==> src/rtl/srm_pkg.sv <==
// Shared SRM types: sequencer states, ISA field constants, datapath select encodings.
// Pure declarations; no timing or flow control of its own.
package srm_pkg;

    typedef enum logic [4:0] {
        S_WAIT,
        S_RST,
        S_FETCH,
        S_LOAD_IR,
        S_DECODE,
        S_WR_IMM,
        S_GET_A,
        S_GET_B,
        S_EXEC,
        S_EXEC_CMP,
        S_WR_C,
        S_ADDR,
        S_LD_ADDR,
        S_MEM_RD,
        S_WR_MEM,
        S_GET_D,
        S_PASS,
        S_MEM_WR,
        S_HALT
    } state_t;

    localparam logic [2:0] OP_MOV  = 3'b110;
    localparam logic [2:0] OP_ALU  = 3'b101;
    localparam logic [2:0] OP_LDR  = 3'b011;
    localparam logic [2:0] OP_STR  = 3'b100;
    localparam logic [2:0] OP_HALT = 3'b111;

    localparam logic [1:0] MOV_REG = 2'b00;
    localparam logic [1:0] MOV_IMM = 2'b10;
    localparam logic [1:0] ALU_ADD = 2'b00;
    localparam logic [1:0] ALU_CMP = 2'b01;
    localparam logic [1:0] ALU_AND = 2'b10;
    localparam logic [1:0] ALU_MVN = 2'b11;
    localparam logic [1:0] MEM_OFF = 2'b00;

    localparam logic [1:0] REG_RM = 2'b00;
    localparam logic [1:0] REG_RD = 2'b01;
    localparam logic [1:0] REG_RN = 2'b10;

    localparam logic [1:0] WB_C     = 2'b00;
    localparam logic [1:0] WB_PC    = 2'b01;
    localparam logic [1:0] WB_IMM   = 2'b10;
    localparam logic [1:0] WB_MDATA = 2'b11;

    typedef struct packed {
        logic       waiting;
        logic       halted;
        logic [1:0] reg_sel;
        logic [1:0] wb_sel;
        logic       w_en;
        logic       en_A;
        logic       en_B;
        logic       en_C;
        logic       en_status;
        logic       sel_A;
        logic       sel_B;
        logic       clear_pc;
        logic       load_pc;
        logic       load_ir;
        logic       load_addr;
        logic       sel_addr;
        logic       ram_w_en;
    } ctrl_t;

    // First execute state for a freshly loaded instruction; anything unlisted halts.
    function automatic state_t dispatch(input logic [2:0] op, input logic [1:0] alu);
        state_t s;
        s = S_HALT;
        if (op == OP_MOV && alu == MOV_IMM)
            s = S_WR_IMM;
        else if (op == OP_MOV && alu == MOV_REG)
            s = S_GET_B;
        else if (op == OP_ALU)
            s = S_GET_A;
        else if ((op == OP_LDR || op == OP_STR) && alu == MEM_OFF)
            s = S_GET_A;
        return s;
    endfunction

endpackage

==> src/rtl/srm_sequencer_if.sv <==
// Sequencer boundary: instruction fields in, Moore control strobes out.
// Combinational bundle; no handshake, the sequencer never stalls.
interface srm_sequencer_if;
    logic       start;
    logic [2:0] opcode;
    logic [1:0] ALU_op;
    logic       waiting;
    logic       halted;
    logic [1:0] reg_sel;
    logic [1:0] wb_sel;
    logic       w_en;
    logic       en_A;
    logic       en_B;
    logic       en_C;
    logic       en_status;
    logic       sel_A;
    logic       sel_B;
    logic       clear_pc;
    logic       load_pc;
    logic       load_ir;
    logic       load_addr;
    logic       sel_addr;
    logic       ram_w_en;

    modport slave (
        input  start, opcode, ALU_op,
        output waiting, halted, reg_sel, wb_sel, w_en, en_A, en_B, en_C, en_status,
               sel_A, sel_B, clear_pc, load_pc, load_ir, load_addr, sel_addr, ram_w_en
    );

    modport master (
        output start, opcode, ALU_op,
        input  waiting, halted, reg_sel, wb_sel, w_en, en_A, en_B, en_C, en_status,
               sel_A, sel_B, clear_pc, load_pc, load_ir, load_addr, sel_addr, ram_w_en
    );
endinterface

==> src/rtl/srm_ctrl_decode.sv <==
// State to control-vector decoder for the SRM sequencer.
// Purely combinational, zero latency; no flow control.
module srm_ctrl_decode
    import srm_pkg::*;
(
    input  state_t i_state,
    input  logic   i_mov_reg,
    output ctrl_t  o_ctrl
);

    always_comb begin
        o_ctrl = '0;
        case (i_state)
            S_WAIT:     o_ctrl.waiting = 1'b1;
            S_RST: begin
                o_ctrl.clear_pc = 1'b1;
                o_ctrl.load_pc  = 1'b1;
            end
            S_FETCH:    o_ctrl.sel_addr = 1'b1;
            S_LOAD_IR: begin
                o_ctrl.sel_addr = 1'b1;
                o_ctrl.load_ir  = 1'b1;
                o_ctrl.load_pc  = 1'b1;
            end
            S_DECODE:   ;
            S_WR_IMM: begin
                o_ctrl.reg_sel = REG_RN;
                o_ctrl.wb_sel  = WB_IMM;
                o_ctrl.w_en    = 1'b1;
            end
            S_GET_A: begin
                o_ctrl.reg_sel = REG_RN;
                o_ctrl.en_A    = 1'b1;
            end
            S_GET_B: begin
                o_ctrl.reg_sel = REG_RM;
                o_ctrl.en_B    = 1'b1;
            end
            // MOV Rd,Rm reuses the ALU path with A forced to zero.
            S_EXEC: begin
                o_ctrl.en_C  = 1'b1;
                o_ctrl.sel_A = i_mov_reg;
            end
            S_EXEC_CMP: o_ctrl.en_status = 1'b1;
            S_WR_C: begin
                o_ctrl.reg_sel = REG_RD;
                o_ctrl.wb_sel  = WB_C;
                o_ctrl.w_en    = 1'b1;
            end
            S_ADDR: begin
                o_ctrl.sel_B = 1'b1;
                o_ctrl.en_C  = 1'b1;
            end
            S_LD_ADDR:  o_ctrl.load_addr = 1'b1;
            S_MEM_RD:   ;
            S_WR_MEM: begin
                o_ctrl.reg_sel = REG_RD;
                o_ctrl.wb_sel  = WB_MDATA;
                o_ctrl.w_en    = 1'b1;
            end
            S_GET_D: begin
                o_ctrl.reg_sel = REG_RD;
                o_ctrl.en_B    = 1'b1;
            end
            S_PASS: begin
                o_ctrl.sel_A = 1'b1;
                o_ctrl.en_C  = 1'b1;
            end
            S_MEM_WR:   o_ctrl.ram_w_en = 1'b1;
            S_HALT:     o_ctrl.halted   = 1'b1;
            default:    ;
        endcase
    end

endmodule

==> src/rtl/srm_sequencer.sv <==
// SRM multi-cycle control FSM: fetch/decode/execute, 4-9 cycles per instruction.
// Moore outputs from the state register; never stalls, only rst_n leaves HALT.
module srm_sequencer
    import srm_pkg::*;
(
    input  logic           clk,
    input  logic           rst_n,
    srm_sequencer_if.slave ctl
);

    state_t r_state;
    state_t w_state_nxt;
    logic   r_mov_reg;
    logic   w_mov_reg_nxt;
    ctrl_t  w_ctrl;

    always_ff @(posedge clk or negedge rst_n) begin
        if (!rst_n) begin
            r_state   <= S_WAIT;
            r_mov_reg <= 1'b0;
        end else begin
            r_state   <= w_state_nxt;
            r_mov_reg <= w_mov_reg_nxt;
        end
    end

    // Instruction class is remembered at DECODE so EXEC stays a pure state decode.
    always_comb begin
        w_state_nxt   = r_state;
        w_mov_reg_nxt = r_mov_reg;
        case (r_state)
            S_WAIT:     if (ctl.start) w_state_nxt = S_RST;
            S_RST:      w_state_nxt = S_FETCH;
            S_FETCH:    w_state_nxt = S_LOAD_IR;
            S_LOAD_IR:  w_state_nxt = S_DECODE;
            S_DECODE: begin
                w_state_nxt   = dispatch(ctl.opcode, ctl.ALU_op);
                w_mov_reg_nxt = (ctl.opcode == OP_MOV);
            end
            S_GET_A:    w_state_nxt = (ctl.opcode == OP_ALU) ? S_GET_B : S_ADDR;
            S_GET_B:    w_state_nxt = (ctl.opcode == OP_ALU && ctl.ALU_op == ALU_CMP)
                                      ? S_EXEC_CMP : S_EXEC;
            S_EXEC:     w_state_nxt = S_WR_C;
            S_ADDR:     w_state_nxt = S_LD_ADDR;
            S_LD_ADDR:  w_state_nxt = (ctl.opcode == OP_LDR) ? S_MEM_RD : S_GET_D;
            S_MEM_RD:   w_state_nxt = S_WR_MEM;
            S_GET_D:    w_state_nxt = S_PASS;
            S_PASS:     w_state_nxt = S_MEM_WR;
            S_WR_IMM,
            S_WR_C,
            S_EXEC_CMP,
            S_WR_MEM,
            S_MEM_WR:   w_state_nxt = S_FETCH;
            S_HALT:     w_state_nxt = S_HALT;
            default:    w_state_nxt = S_WAIT;
        endcase
    end

    srm_ctrl_decode u_decode (
        .i_state   (r_state),
        .i_mov_reg (r_mov_reg),
        .o_ctrl    (w_ctrl)
    );

    assign ctl.waiting   = w_ctrl.waiting;
    assign ctl.halted    = w_ctrl.halted;
    assign ctl.reg_sel   = w_ctrl.reg_sel;
    assign ctl.wb_sel    = w_ctrl.wb_sel;
    assign ctl.w_en      = w_ctrl.w_en;
    assign ctl.en_A      = w_ctrl.en_A;
    assign ctl.en_B      = w_ctrl.en_B;
    assign ctl.en_C      = w_ctrl.en_C;
    assign ctl.en_status = w_ctrl.en_status;
    assign ctl.sel_A     = w_ctrl.sel_A;
    assign ctl.sel_B     = w_ctrl.sel_B;
    assign ctl.clear_pc  = w_ctrl.clear_pc;
    assign ctl.load_pc   = w_ctrl.load_pc;
    assign ctl.load_ir   = w_ctrl.load_ir;
    assign ctl.load_addr = w_ctrl.load_addr;
    assign ctl.sel_addr  = w_ctrl.sel_addr;
    assign ctl.ram_w_en  = w_ctrl.ram_w_en;

endmodule

==> src/flat_wrapper.sv <==
// flat-port wrapper written by rule: the top's interface ports become plain ports
module srm_sequencer_flat import srm_pkg::*;
  (clk, rst_n, ctl_start, ctl_opcode, ctl_ALU_op, ctl_waiting, ctl_halted, ctl_reg_sel, ctl_wb_sel, ctl_w_en, ctl_en_A, ctl_en_B, ctl_en_C, ctl_en_status, ctl_sel_A, ctl_sel_B, ctl_clear_pc, ctl_load_pc, ctl_load_ir, ctl_load_addr, ctl_sel_addr, ctl_ram_w_en);
  srm_sequencer_if ctl_i ();
  input  logic clk;
  input  logic rst_n;
  input wire logic [$bits(ctl_i.start)-1:0] ctl_start;
  input wire logic [$bits(ctl_i.opcode)-1:0] ctl_opcode;
  input wire logic [$bits(ctl_i.ALU_op)-1:0] ctl_ALU_op;
  output wire logic [$bits(ctl_i.waiting)-1:0] ctl_waiting;
  output wire logic [$bits(ctl_i.halted)-1:0] ctl_halted;
  output wire logic [$bits(ctl_i.reg_sel)-1:0] ctl_reg_sel;
  output wire logic [$bits(ctl_i.wb_sel)-1:0] ctl_wb_sel;
  output wire logic [$bits(ctl_i.w_en)-1:0] ctl_w_en;
  output wire logic [$bits(ctl_i.en_A)-1:0] ctl_en_A;
  output wire logic [$bits(ctl_i.en_B)-1:0] ctl_en_B;
  output wire logic [$bits(ctl_i.en_C)-1:0] ctl_en_C;
  output wire logic [$bits(ctl_i.en_status)-1:0] ctl_en_status;
  output wire logic [$bits(ctl_i.sel_A)-1:0] ctl_sel_A;
  output wire logic [$bits(ctl_i.sel_B)-1:0] ctl_sel_B;
  output wire logic [$bits(ctl_i.clear_pc)-1:0] ctl_clear_pc;
  output wire logic [$bits(ctl_i.load_pc)-1:0] ctl_load_pc;
  output wire logic [$bits(ctl_i.load_ir)-1:0] ctl_load_ir;
  output wire logic [$bits(ctl_i.load_addr)-1:0] ctl_load_addr;
  output wire logic [$bits(ctl_i.sel_addr)-1:0] ctl_sel_addr;
  output wire logic [$bits(ctl_i.ram_w_en)-1:0] ctl_ram_w_en;
  assign ctl_i.start = ctl_start;
  assign ctl_i.opcode = ctl_opcode;
  assign ctl_i.ALU_op = ctl_ALU_op;
  assign ctl_waiting = ctl_i.waiting;
  assign ctl_halted = ctl_i.halted;
  assign ctl_reg_sel = ctl_i.reg_sel;
  assign ctl_wb_sel = ctl_i.wb_sel;
  assign ctl_w_en = ctl_i.w_en;
  assign ctl_en_A = ctl_i.en_A;
  assign ctl_en_B = ctl_i.en_B;
  assign ctl_en_C = ctl_i.en_C;
  assign ctl_en_status = ctl_i.en_status;
  assign ctl_sel_A = ctl_i.sel_A;
  assign ctl_sel_B = ctl_i.sel_B;
  assign ctl_clear_pc = ctl_i.clear_pc;
  assign ctl_load_pc = ctl_i.load_pc;
  assign ctl_load_ir = ctl_i.load_ir;
  assign ctl_load_addr = ctl_i.load_addr;
  assign ctl_sel_addr = ctl_i.sel_addr;
  assign ctl_ram_w_en = ctl_i.ram_w_en;
  srm_sequencer u_core (.clk(clk), .rst_n(rst_n), .ctl(ctl_i));
endmodule
==> config.mk <==
export PLATFORM = sky130hd
export DESIGN_NAME = srm_sequencer_flat
export DESIGN_NICKNAME = d
export VERILOG_FILES = /design/src/rtl/srm_pkg.sv /design/src/rtl/srm_sequencer_if.sv /design/src/rtl/srm_ctrl_decode.sv /design/src/rtl/srm_sequencer.sv /design/src/flat_wrapper.sv
export SDC_FILE = /design/constraint.sdc
export NUM_CORES = 1
export LEC_CHECK = 0
export ABC_AREA = 1
export ABC_CLOCK_PERIOD_IN_PS = 2920
export CAP_MARGIN = 15
export CORE_MARGIN = 2
export CORE_UTILIZATION = 46
export CTS_BUF_LIST = sky130_fd_sc_hd__clkbuf_4 sky130_fd_sc_hd__clkbuf_8 sky130_fd_sc_hd__clkbuf_16
export DETAILED_ROUTE_END_ITERATION = 10
export HOLD_SLACK_MARGIN = 0.06
export PLACE_DENSITY = 0.79
export SLEW_MARGIN = 20
export SYNTH_ARGS = -nofsm -noshare
export SYNTH_HDL_FRONTEND = slang
export SYNTH_HIERARCHICAL = 1
export SYNTH_SLANG_ARGS = --single-unit
==> constraint.sdc <==
create_clock -name clk -period 2.92 [get_ports clk]
set_input_delay 0.292 -clock clk [delete_from_list [all_inputs] [get_ports clk]]
set_output_delay 0.292 -clock clk [all_outputs]
set_load 0.005 [all_outputs]
======== After elaboration in Yosys (flattened, before gate mapping) ========
Index checks and enable logic that the tools add are counted.
cells by class
  add/sub/neg operators ................... 0
  $mul .................................... 0
  div/mod/pow operators ................... 0
  $lt $le $gt $ge ......................... 0
  eq/ne operators ......................... 25
  shift-type cells ........................ 0
  multiplexer cells ....................... 25
  bitwise gates (word level) .............. 0
  reductions and logical operators ........ 14
operators with widths
  operator              number
  $pmux W5 S14          1
  $eq A5 B4 Y1 const B  8
  $mux W5               5
  $eq A5 B3 Y1 const B  4
  $eq A5 B5 Y1 const B  3
  $mux W1               14
  $eq A5 B2 Y1 const B  2
  $eq A3 B3 Y1 const B  3
  $pmux W3 S3           1
  $reduce_or A2 Y1      4
  $reduce_or A3 Y1      2
  $reduce_or A6 Y1      1
  $eq A5 B1 Y1 const B  1
  $logic_not A5 Y1      1
  $logic_and A1 B1 Y1   4
  $mux W4               1
  $pmux W2 S2           1
  $eq A3 B2 Y1 const B  1
  $eq A2 B1 Y1 const B  1
  $eq A2 B2 Y1 const B  1
  $logic_not A2 Y1      1
  $mux W2               1
  $ne A2 B2 Y1 const B  1
  $pmux W1 S2           1
  $logic_or A1 B1 Y1    1
word-level totals
  register bits after elaboration ......... 6
  latch bits .............................. 0
  RAM bits ................................ 0
  memory bits (read-only) ................. 0
  output and inout bits ................... 19
  word-level logic and storage cells ...... 66
  memories kept ........................... 0

======== Longest topological paths before layout ========
Gate-level depths: netlist (run 1).
  word-level depth ........................ 8
  depth in mapped cells ................... 8

======== Modules after synthesis ========
The synthesis (run 1) kept the hierarchy.
by module, submodules not included
  module           instances  cells an instance  area each (um^2)  seq. area each (um^2)
  srm_sequencer    1          97                 544.3             150.1
  srm_ctrl_decode  1          45                 200.2             0.0

======== Worst setup path before layout (run 1) ========
Ideal clock, no wire load.
  kind .................................... reg-to-output
  from .................................... register u_core.r_state[3]
  to ...................................... output ctl_clear_pc
  arrival ................................. 934 ps
  data required time ...................... 2628 ps
  path slack .............................. 1694 ps
  cell stages (with the launch flop) ...... 4
  path through ............................ dfrtp_1 -> nor2_1 -> nand2_1 -> nor3_1
on the way
  longest elaborated chain between the ends .. 2
ends and longest elaborated chain
  what                    RTL line               text
  start, declared         srm_sequencer.sv:11    state_t r_state;
  start signal, assigned  srm_sequencer.sv:22    r_state <= w_state_nxt;
  $eq A5 B1 Y1            srm_ctrl_decode.sv:13  case (i_state)
  $mux W1                 srm_ctrl_decode.sv:13
  end, declared           flat_wrapper.sv:21     output wire logic [$bits(ctl_i.clear_pc)-1:0] ctl_clear_pc;
Every way passes these cells.

======== Worst setup path after layout (run 1) ========
  from .................................... register u_core.r_state[3]
  to ...................................... output ctl_load_ir
on the way
  longest elaborated chain between the ends .. 2
ends and longest elaborated chain
  what           RTL line               text
  $eq A5 B2 Y1   srm_ctrl_decode.sv:13
  $mux W1        srm_ctrl_decode.sv:13
  end, declared  flat_wrapper.sv:23     output wire logic [$bits(ctl_i.load_ir)-1:0] ctl_load_ir;
Every way passes these cells.

==> flow_metrics.py, run 1 <==
metrics = {
    "outcome": {
        "status": "finished, final reports clean",
    },
    "power_and_ir_drop": {
        "power.density_mw_per_mm2": 815,
        "leakage_nw": 0.527,
        "p_sw_w": 0.000442,
        "ir_drop_uv": 564,
        "power_frac_seq_pct": 23.7,
        "p_comb_share_pct": 67.7,
        "sw_frac_of_total_pct": 51.7,
        "p_clk_share_pct": 8.6,
        "internal-power_w": 0.000412,
        "power_w": 0.000853,
    },
    "cts": {
        "ctsHoldBuffers": 0,
        "clk_path_buf_depth": 2,
        "htreeDepth": 1,
        "cts_setup_buffers": 0,
        "cts_sinks": 6,
        "cts_made_buffers": 3,
        "clock_latency_ns": 0.24,
        "cts_tree": "built",
        "clkTransAtPathRegs_ns": 0.04,
        "cts_resized": 0,
        "root_buffer": "clkbuf_4",
    },
    "yosys": {
        "yosys-top-cells-area": "nand2_1 21%, dfrtp_1 20%, nor2_1 13%",
        "synth_top_family_by_area": "simple AND/OR/NAND/NOR gates",
        "synth.avg_cell_area_um2": 5.24,
        "synth_nets": 150,
        "yosys.area.top_type": "nand2_1",
        "yosysMostFrequentCell": "nand2_1",
        "synth-seq-cells": 6,
        "synth_area_um2": 744,
        "yosys.area.top_type_share_pct": 20.7,
        "synth_compound_area_share_pct": 8.07,
        "synthCells": 142,
        "yosys-top-cells-count": "41 x nand2_1, 26 x nor2_1, 20 x inv_1",
        "synth_edf_count": 0,
        "ys_async_sr_fraction_pct": 100,
        "synthFlopType": "dfrtp_1",
        "synthMuxAreaShare_pct": 0,
        "ys_seq_area_share_pct": 20.2,
        "synth-adder-area-share_pct": 0,
        "synth_cell_types": 15,
        "synth_xor_area_share_pct": 0,
        "synth_simple_gate_area_share_pct": 59.7,
        "synth_warnings": 6,
    },
    "sta": {
        "hold_viol": 0,
        "slew_headroom_pct": 68.5,
        "holdWs_ns": 0.287,
        "slew_viol_final": 0,
        "fin_skew_ns": 0.00510,
        "tightest_slew_ns": 0.472,
        "final.min_clock_period_ns": 2.19,
        "period_share_pct": 75.0,
        "finalSetupViolCount": 0,
        "tns_ns": 0,
        "max_clock_freq_mhz": 457,
        "rsz0062_at_grt": "no",
    },
    "finish": {
        "n_antenna_cell": 0,
        "multi_input_area_um2": 504,
        "nets": 181,
        "largest_reg_flops": 5,
        "drive_gt1_share_pct": 8.77,
        "seq_area_um2": 150,
        "syn_to_final_growth_pct": 40.7,
        "fin_util_pct": 69.5,
        "fillers": 150,
    },
    "setup_path": {
        "crit-reg2reg-launch": "u_core/r_state[4]",
        "end_kind": "output port",
        "worstPathMaxFanout": 10,
        "critPathArrivalTime_ns": 1.90,
        "r2r_slack_ns": 1.36,
        "crit_family": "simple AND/OR/NAND/NOR gates",
        "timing.rr.end": "u_core/r_state[2]",
        "critPathBufInv": 1,
        "critPathKind": "flop to output port",
        "cp.depth": 4,
        "critPathLaunchType": "flop",
        "critical_path.max_stage_delay_ns": 0.53,
        "slowest_stage": "clkdlybuf4s50_1",
        "path_cells": "nor2_1 -> nand2_1 -> nor3_1 -> clkdlybuf4s50_1",
        "cp.required_ns": 2.63,
        "rr_worst_depth": 7,
    },
    "floorplanning": {
        "die_h_um": 44.2,
        "die_x_um": 44.2,
        "core_area_mm2": 0.00151,
        "die_area_mm2": 0.00196,
        "rows": 14,
        "initial_core_util_pct": 49.4,
        "io_pins": 27,
    },
    "global_routing": {
        "antenna_found_initial": 0,
        "grt_max_degree": 12,
        "grt_pass1_wl_mm": 3.60,
        "grt_overflow_total": 0,
        "grt_pass1_vias": 889,
        "grt_use_total_pct": 24.6,
    },
    "drt": {
        "vias_per_cell": 5.40,
        "wire_per_inst_um": 11.9,
        "dr.first_iter.drc_count": 22,
        "firstDrtPassIters": 4,
        "drc": 0,
        "finalWirelength_mm": 2.22,
        "antenna_left": 0,
        "num_vias": 1009,
    },
    "flow_run": {
        "max_cap_viol_count": 0,
    },
    "placed_design": {
        "portBuffers": 26,
        "globalplace.congestion": 0.908,
        "hpwl_mm": 1.81,
    },
    "worst_hold_path": {
        "hp-class": "primary input to async pin",
    },
}
## metrics by stage
step           instance area, um2  worst slack (ns)  std cells
3_5_place_dp                 1020              1.00        184
5_1_grt                      1050             0.649        187
2_1_floorplan                 744              1.69        142
3_3_place_gp                 1020              1.02        184
4_1_cts                      1050             0.750        187
6_report                     1050             0.731        187
## power by group through the flow
| stage | combinational [W] | clock (W) | sequential [W] |
|---|---|---|---|
| final | 0.000578 | 0.0000730 | 0.000203 |
| after global routing | 0.000646 | 0.0000802 | 0.000210 |
| after CTS | 0.000577 | 0.0000758 | 0.000199 |
| after detailed placement | 0.000575 | 0 | 0.000200 |
| after global placement | 0.000562 | 0 | 0.000198 |
| after floorplan | 0.000352 | 0 | 0.000181 |
## how the worst max path moves through the flow
| stage | start | endpoint |
|---|---|---|
| global placement | u_core/r_state[3] | ctl_load_ir |
| finish | u_core/r_state[3] | ctl_load_ir |
| detailed placement | u_core/r_state[3] | ctl_load_ir |
| floorplan | u_core/r_state[3] | ctl_clear_pc |
| global route | u_core/r_state[3] | ctl_load_ir |
| CTS | u_core/r_state[3] | ctl_load_ir |
## placed cells by master, fill, tap and decap left out, drive strengths merged
cell            n
clkbuf          3
nand3          19
a21oi           5
nor3            4
dfrtp           6
o21ai           7
nand2          42
inv            24
nor2           32
clkdlybuf4s50  26
nand4           3
## per-layer routing
| layer | vias to the layer above | track usage [%] | share of wire, % |
|---|---|---|---|
| met4 | 0 | 9.09 | 1.3 |
| li1 | 509 | - | - |
| met2 | 48 | 45.6 | 52 |
| met3 | 4 | 4.49 | 7.8 |
| met1 | 448 | 27.8 | 39 |
| met5 | - | 0 | 0 |
## area by class of cell
type                            count  area share, %
Inverter                           24           8.60
Multi-Input combinational cell    112           48.1
Timing Repair Buffer               26           24.9
Sequential cell                     6           14.3
Clock buffer                        3           2.15
Tap cell                           16           1.91
## cell families (layout without fill, tap and decap cells)
kind of cell | after synthesis | count (layout)
flip-flops | 6 | 6
AO/OA/AOI/OAI | 12 | 12
AND/OR/NAND/NOR | 100 | 100
buffers and inverters | 24 | 53
No activity file was read; power rests on OpenSTA's default activity.
==> run 2, diff against run 1 <==
Settings changed: ABC_CLOCK_PERIOD_IN_PS 2920 to 2190, CORE_UTILIZATION 46 to 44, PLACE_DENSITY 0.79 to 0.76.
Clock period 2.92 ns to 2.19 ns, I/O delays scaled along.
==> run 2 against run 1 <==
Net effect: clock power is 34% higher; die area increased by 4.1%; power rose by 34%; worst setup slack worse by 0.60 ns; sequential power grew 32%; via count down 3.8%; non-clock buffer count stayed put; sequential share of layout area unchanged; routed wire length decreased by 5.3%; register-to-register slack worse by 0.71 ns; cell count unchanged; largest power group unchanged.
==> flow_metrics.py, run 2 (synthesized netlist as in run 1, its figures left out) <==
metrics = {
    "outcome": {
        "status": "finished, final reports clean",
    },
    "setup_path": {
        "cp.required_ns": 1.97,
        "crit-reg2reg-launch": "u_core/r_state[4]",
        "rr_worst_depth": 7,
        "critPathLaunchType": "flop",
        "r2r_slack_ns": 0.65,
        "critPathKind": "flop to output port",
        "critical_path.endpoint": "ctl_clear_pc",
        "critPathLaunch": "u_core/r_state[2]",
        "end_kind": "output port",
        "timing.rr.end": "u_core/r_state[2]",
        "critPathArrivalTime_ns": 1.84,
        "worstPathMaxFanout": 8,
    },
    "global_routing": {
        "grt_overflow_total": 0,
        "antenna_found_initial": 0,
        "grt_max_degree": 12,
        "grt_pass1_vias": 887,
        "grt_use_total_pct": 23.1,
        "grt_pass1_wl_mm": 3.49,
    },
    "finish": {
        "layout_common_cells": "41 x nand2_1, 26 x clkdlybuf4s50_1, 26 x nor2_1",
        "final_common_cell": "nand2_1",
        "largest_reg_flops": 5,
        "fin_area_mm2": 0.00105,
        "fillers": 156,
        "n_antenna_cell": 0,
        "drive_gt1_share_pct": 8.77,
        "nets": 181,
        "syn_to_final_growth_pct": 40.7,
    },
    "cts": {
        "htreeDepth": 1,
        "clk_path_buf_depth": 2,
        "clock_latency_ns": 0.24,
        "root_buffer": "clkbuf_4",
        "clkTransAtPathRegs_ns": 0.05,
        "cts_sinks": 6,
        "cts_made_buffers": 3,
        "cts_tree": "built",
    },
    "placed_design": {
        "globalplace.congestion": 0.900,
        "hpwl_mm": 1.75,
        "portBuffers": 26,
        "placed_cell_area_mm2": 0.00102,
    },
    "sta": {
        "fin_skew_ns": 0.00373,
        "tightest_slew_ns": 0.461,
        "slew_viol_final": 0,
        "max_clock_freq_mhz": 485,
        "hold_viol": 0,
        "rsz0062_at_grt": "yes",
        "final.min_clock_period_ns": 2.06,
        "slew_headroom_pct": 69.3,
        "finalSetupViolCount": 0,
        "tns_ns": 0,
        "period_share_pct": 94.2,
    },
    "floorplanning": {
        "initial_core_util_pct": 48.3,
        "core_area_mm2": 0.00154,
        "io_pins": 27,
        "rows": 14,
        "die_area_mm2": 0.00204,
        "die_h_um": 45.1,
        "die_x_um": 45.1,
    },
    "drt": {
        "finalWirelength_mm": 2.10,
        "firstDrtPassIters": 4,
        "antenna_left": 0,
        "drc": 0,
        "wire_per_inst_um": 11.2,
        "dr.first_iter.drc_count": 22,
        "vias_per_cell": 5.19,
        "num_vias": 971,
    },
    "flow_run": {
        "max_cap_viol_count": 0,
    },
    "power_and_ir_drop": {
        "ir_drop_uv": 566,
        "leakage_nw": 0.527,
        "power.density_mw_per_mm2": 1090,
        "power_w": 0.00114,
    },
    "worst_hold_path": {
        "hp-class": "primary input to async pin",
    },
}
## run 2: cell counts in the layout (fill, tap and decap cells not counted)
No cell type changed its count.
## run 2: report_power, final
part / leakage [nW] / internal (W) / switching (W)
clock: 0.0138 / 0.0000618 / 0.0000363
sequential: 0.0757 / 0.000158 / 0.000109
combinational: 0.437 / 0.000329 / 0.000446
## run 2: layer usage
layer / wire length [um] / track usage [%]
met1: 842 / 24.2
met2: 1130 / 46.3
met3: 99 / 4.00
met4: 25 / 5.88
met5: 0 / 0
## run 2: how the worst min path moves through the flow
stage                     cells after the start  slack, ns           endpoint
final                                         1       0.22  u_core/r_state[1]
after global routing                          1       0.24  u_core/r_state[1]
after CTS                                     1       0.22  u_core/r_state[1]
after detailed placement                      1       0.47  u_core/r_state[1]
after global placement                        1       0.47  u_core/r_state[4]
after floorplan                               0      -0.08   u_core/r_mov_reg
## run 2: area by class of cell
| class | instances | area (um2) | share of cell area (%) |
|---|---|---|---|
| multi-input combinational | 112 | 504 | 48.1 |
| sequential | 6 | 150 | 14.3 |
| timing repair buffer | 26 | 260 | 24.9 |
| inverter | 24 | 90.1 | 8.60 |
| clock buffer | 3 | 22.5 | 2.15 |
| tap | 16 | 20.0 | 1.91 |
## run 2: stage by stage
stage	instances	util (%)	hold WS, ns	worst slack, ns
after floorplan	142	-	-0.0766	0.986
after global placement	184	66.5	0.467	0.420
after detailed placement	184	66.5	0.469	0.364
after CTS	187	67.9	0.217	0.104
after global routing	187	67.9	0.235	-0.00394
final	187	67.9	0.216	0.127
## run 2: repair_timing
action,CTS,global route
gates resized for setup,0,0
hold buffers,0,0
endpoints found under the setup margin,0,1
buffers inserted,0,0
## run 2: worst max-delay path, stage by stage (launching register included)
cell	delay, ns
dfrtp_1	0.49
nor2_1	0.22
nand2_1	0.15
nor3_1	0.19
clkdlybuf4s50_1	0.55
